**config.mk**
```make
export PLATFORM = sky130hd
export DESIGN_NAME = mul4_fitness_scorer
export DESIGN_NICKNAME = d
export VERILOG_FILES = /design/src/rtl/mul4_fitness_scorer.sv
export SDC_FILE = /design/constraint.sdc
export NUM_CORES = 1
export LEC_CHECK = 0
export BUFFER_PORTS_ARGS = -buffer_cell sky130_fd_sc_hd__buf_4
export CORE_UTILIZATION = 55
export DETAILED_ROUTE_END_ITERATION = 8
export PLACE_DENSITY = 0.8
export SYNTH_ARGS = -nofsm -noshare
export SYNTH_HDL_FRONTEND = slang
export SYNTH_SLANG_ARGS = --single-unit
```
**constraint.sdc**
```tcl
create_clock -name clk -period 8.2 [get_ports clk]
set_input_delay 1.64 -clock clk [delete_from_list [all_inputs] [get_ports clk]]
set_output_delay 1.64 -clock clk [all_outputs]
set_load 0.1 [all_outputs]
```
**src/rtl/mul4_fitness_scorer.sv**
```systemverilog
// Fitness scorer for evolved bit-sliced 2x2 multipliers: compares candidate product
// bit-planes against the golden product over NUM_BATCHES beats, 16 lanes per beat.
module mul4_fitness_scorer #(
  parameter int unsigned NUM_BATCHES = 4,
  parameter int unsigned ACC_W       = 16
) (
  input  logic             clk,
  input  logic             rst_n,
  input  logic             start,
  input  logic             in_valid,
  output logic             in_ready,
  input  logic [15:0]      a1,
  input  logic [15:0]      a0,
  input  logic [15:0]      b1,
  input  logic [15:0]      b0,
  input  logic [15:0]      y3,
  input  logic [15:0]      y2,
  input  logic [15:0]      y1,
  input  logic [15:0]      y0,
  output logic [ACC_W-1:0] score,
  output logic [ACC_W-1:0] perfect_lanes,
  output logic             busy,
  output logic             done
);

  localparam int unsigned CNT_W = $clog2(NUM_BATCHES + 1);
  localparam int unsigned SUM_W = ACC_W + 8;

  localparam logic [1:0] S_IDLE  = 2'd0;
  localparam logic [1:0] S_ACCUM = 2'd1;
  localparam logic [1:0] S_DRAIN = 2'd2;
  localparam logic [1:0] S_DONE  = 2'd3;

  logic [1:0]       r_state;
  logic [CNT_W-1:0] r_cnt;
  logic             r_s1_valid;
  logic [15:0]      r_m3, r_m2, r_m1, r_m0;
  logic [ACC_W-1:0] r_score, r_perf;
  logic             r_done;

  logic [15:0]      w_g3, w_g2, w_g1, w_g0;
  logic [15:0]      w_m3, w_m2, w_m1, w_m0;
  logic             w_ready, w_xfer, w_start_ok;
  logic [6:0]       w_bit_pop;
  logic [4:0]       w_perf_pop;
  logic [SUM_W-1:0] w_score_sum, w_perf_sum;
  logic [ACC_W-1:0] w_score_next, w_perf_next;

  assign w_g0 = a0 & b0;
  assign w_g1 = (a1 & b0) ^ (a0 & b1);
  assign w_g2 = (a1 & b1) & ~(a0 & b0);
  assign w_g3 = a1 & a0 & b1 & b0;

  assign w_m0 = ~(y0 ^ w_g0);
  assign w_m1 = ~(y1 ^ w_g1);
  assign w_m2 = ~(y2 ^ w_g2);
  assign w_m3 = ~(y3 ^ w_g3);

  // Ready comes from registered state only, never from in_valid.
  assign w_ready    = (r_state == S_ACCUM);
  assign w_xfer     = in_valid & w_ready;
  assign w_start_ok = start & ((r_state == S_IDLE) | (r_state == S_DONE));

  always_comb begin
    w_bit_pop  = '0;
    w_perf_pop = '0;
    for (int unsigned i = 0; i < 16; i++) begin
      w_bit_pop  = w_bit_pop + 7'(r_m0[i]) + 7'(r_m1[i]) + 7'(r_m2[i]) + 7'(r_m3[i]);
      w_perf_pop = w_perf_pop + 5'(r_m3[i] & r_m2[i] & r_m1[i] & r_m0[i]);
    end
  end

  // Sums are computed wide so any carry out of ACC_W bits saturates the result.
  always_comb begin
    w_score_sum  = SUM_W'(r_score) + SUM_W'(w_bit_pop);
    w_perf_sum   = SUM_W'(r_perf) + SUM_W'(w_perf_pop);
    w_score_next = (|w_score_sum[SUM_W-1:ACC_W]) ? '1 : w_score_sum[ACC_W-1:0];
    w_perf_next  = (|w_perf_sum[SUM_W-1:ACC_W]) ? '1 : w_perf_sum[ACC_W-1:0];
  end

  always_ff @(posedge clk or negedge rst_n) begin
    if (!rst_n) begin
      r_state    <= S_IDLE;
      r_cnt      <= '0;
      r_s1_valid <= 1'b0;
      r_m3       <= '0;
      r_m2       <= '0;
      r_m1       <= '0;
      r_m0       <= '0;
      r_score    <= '0;
      r_perf     <= '0;
      r_done     <= 1'b0;
    end else begin
      r_done     <= 1'b0;
      r_s1_valid <= w_xfer;
      if (w_xfer) begin
        r_m3 <= w_m3;
        r_m2 <= w_m2;
        r_m1 <= w_m1;
        r_m0 <= w_m0;
      end
      if (r_s1_valid) begin
        r_score <= w_score_next;
        r_perf  <= w_perf_next;
      end
      case (r_state)
        S_IDLE, S_DONE: begin
          if (w_start_ok) begin
            r_state <= S_ACCUM;
            r_cnt   <= '0;
            r_score <= '0;
            r_perf  <= '0;
          end
        end
        S_ACCUM: begin
          if (w_xfer) begin
            r_cnt <= r_cnt + CNT_W'(1);
            if (r_cnt == CNT_W'(NUM_BATCHES - 1)) begin
              r_state <= S_DRAIN;
            end
          end
        end
        S_DRAIN: begin
          if (!r_s1_valid) begin
            r_state <= S_DONE;
            r_done  <= 1'b1;
          end
        end
        default: r_state <= S_IDLE;
      endcase
    end
  end

  assign in_ready      = w_ready;
  assign busy          = (r_state == S_ACCUM) | (r_state == S_DRAIN);
  assign done          = r_done;
  assign score         = r_score;
  assign perfect_lanes = r_perf;

endmodule

```
==> metrics <==
run status completed; post-CTS setup repair buffer count 0; Critical R2R Launch r_m0[4]$_DFFE_PN0P_; Clock Skew 0.00738 ns; clock buffer depth 2; DP HPWL 14000 um; routability cong. 0.896; Clock Tree Root clkbuf_16; yosys warns 0; Mean Syn Cell Area 9.29 sq um; Worst-Margin Slew 0.992 ns; initial antenna violation count 0; Clock Latency Late Sink 0.36 ns; CP cell instances fa_1 -> inv_1 -> fa_1 -> inv_1 -> fa_1 -> inv_1 -> fa_1 -> fa_1 -> fa_1 -> fa_1 -> fa_1 -> fa_1 -> inv_1 -> fa_1 -> a21oi_1 -> nand4b_1 -> a21oi_2 -> o21ai_1 -> nand2_1 -> o221a_1; async set-reset flop share out of synthesis 100%; commonest non-fill, non-tap cell in the layout buf_4; CP max FO 8; CP Data Arrival Time 6.79 ns; post-synthesis register bit count 103; initial DRC count 515; wire per inst 14.5 um; share of cells above drive strength 1 19.2%; vias after detailed routing 6287; final net count 1242; most frequent cells in the layout buf_4, nand2_1, inv_1; startpoint of the worst hold path perfect_lanes[14]$_DFF_PN0_; GRT overflow 0; gate count after technology mapping 849; first-pass GRT wire length 29200 um; worst reg-to-reg path cell count 20; final setup fails 0; Worst setup EP type flip-flop; WHS Endpoint perfect_lanes[14]$_DFF_PN0_; post-synthesis sequential area ratio 32.7%; crit path max-delay cell type fa_1; CP required 8.45 ns; hold buffer count at cts 0; Setup TNS Final 0 ns; ys flop type dfrtp_1; Setup CP Type flip-flop to flip-flop; Slew headroom 33.9%; syn_nets 1089; final worst path period share 79.7%; Routed Wire Length 17200 um; TritonRoute pass-1 iters 4; CORE AREA 13900 sq um; Port Buffer Count 166; minimum clock period 6.54 ns; WHS Path Cells 1; HP Class flip-flop to flip-flop; I/O Pins 167; Layout area overhead 21.4%; RSZ-0062 raised after global routing no; pin count of the biggest net entering global routing 124; Die ar. 14800 sq um; vias in the first global route 6315; Netlist cell types 52; max_cap viols 0; clock sink count 103; antenna cell count 0; Reg-to-Reg End score[8]$_DFF_PN0_; Max Fclk 153 MHz; Antenna Nets Post-Route 0; Final Hold Fails 0; DRC 0; total track usage 25.3%; DIE WIDTH 122 um; vias per inst 5.30; cell area after synthesis 7890 sq um; CTS tree yes; R2R setup slack 1.66 ns; H-tree levels 3; CP peak stage delay 0.55 ns; Most Frequent Cell on Critical Path fa_1; Reg clk slew, reported paths 0.07 ns; Rows 43; number of synthesized flops with an enable pin 0; CTS Buf Count 9; post-CTS sizing 0; initial core utilization 56.6%; Die H 122 um; CP startpoint kind flip-flop; Slew Limit Fails 0
worst max-delay path, delay by kind of cell, from the launching register on:
kind	cells	cell delay, ns
AO/OA/AOI/OAI	4	0.96
adder cells (fa/ha/maj)	10	4.56
buffers and inverters	4	0.22
flip-flops	1	0.42
AND/OR/NAND/NOR	2	0.27
kinds of logic (layout without fill, tap and decap cells):
| logic type | after synthesis | in the layout | share of synthesized area (%) |
|---|---|---|---|
| AND/OR/NAND/NOR | 245 | 245 | 14.3 |
| AO/OA/AOI/OAI | 167 | 167 | 12.6 |
| buffers and inverters | 132 | 290 | 6.34 |
| adder cells (fa/ha/maj) | 108 | 108 | 23.6 |
| flip-flops | 103 | 103 | 32.7 |
| XOR/XNOR | 91 | 91 | 10.1 |
| multiplexers | 3 | 3 | 0.381 |
state kept, by name (all words and copies together) (netlist names):
signal         cells
r_m0              16
done               1
r_m3              16
r_m2              16
score             16
perfect_lanes     16
r_m1              16
r_s1_valid         1
r_cnt              3
r_state            2
cell usage after synthesis, types with 2 or more instances:
cell type | n | share of area, %
a31oi_1 | 17 | 1.3
a22oi_1 | 4 | 0.38
nand3_1 | 25 | 1.6
a21oi_1 | 15 | 0.95
and4b_1 | 2 | 0.25
o221a_2 | 2 | 0.29
and4_1 | 4 | 0.44
nor2b_1 | 5 | 0.40
o21a_1 | 3 | 0.29
a211oi_1 | 6 | 0.57
nor2_1 | 13 | 0.62
buf_2 | 4 | 0.25
o21ai_0 | 90 | 5.7
a311oi_1 | 2 | 0.22
clkbuf_1 | 21 | 1.0
a21oi_2 | 2 | 0.22
o21ba_1 | 2 | 0.25
o21ai_1 | 5 | 0.32
a21o_1 | 5 | 0.48
a22o_1 | 2 | 0.22
nand4_1 | 25 | 2.0
and3_1 | 7 | 0.56
nor3_1 | 11 | 0.70
nand2_1 | 143 | 6.8
inv_1 | 106 | 5.0
fa_1 | 68 | 17
xnor2_1 | 85 | 9.4
o211ai_1 | 2 | 0.19
nor3b_1 | 2 | 0.19
xor2_1 | 6 | 0.67
mux2i_1 | 3 | 0.38
ha_1 | 40 | 6.3
dfrtp_1 | 103 | 33
metrics by stage:
stage | instances | util [%] | cell area, sq um | hold slack [ns] | worst slack [ns]
6_report | 1187 | 68.7 | 9580 | 0.485 | 1.66
2_1_floorplan | 849 | - | 7890 | 0.450 | 1.58
3_3_place_gp | 1171 | 66.6 | 9280 | 0.462 | 1.77
5_1_grt | 1187 | 68.7 | 9580 | 0.506 | 1.32
3_5_place_dp | 1171 | 66.6 | 9280 | 0.470 | 1.68
4_1_cts | 1187 | 68.7 | 9580 | 0.490 | 1.66
routing by layer:
metal	part of all wire (%)	track usage (%)
met2	51	42.8
met3	4.9	5.10
met4	2.7	8.80
met1	42	32.3
met5	0	0
worst max-delay path by stage:
stage | start | to
after floorplan | score[0]$_DFF_PN0_ | score[8]$_DFF_PN0_
after global placement | r_m0[4]$_DFFE_PN0P_ | score[8]$_DFF_PN0_
after detailed placement | r_m0[4]$_DFFE_PN0P_ | score[8]$_DFF_PN0_
after CTS | r_m0[4]$_DFFE_PN0P_ | score[8]$_DFF_PN0_
after global routing | r_m0[4]$_DFFE_PN0P_ | score[8]$_DFF_PN0_
final | r_m0[4]$_DFFE_PN0P_ | score[8]$_DFF_PN0_
cell type report:
class | instances | area [sq um]
clock buffer | 10 | 229
inverter | 106 | 398
multi-input combinational | 614 | 4820
timing repair buffer | 168 | 1260
sequential | 103 | 2580
tap | 180 | 225
clock inverter | 6 | 70.1
fill | 1098 | 4360
Power is not shown: default switching activity piles up to over one toggle a cycle in this logic, so the estimate is an artifact.
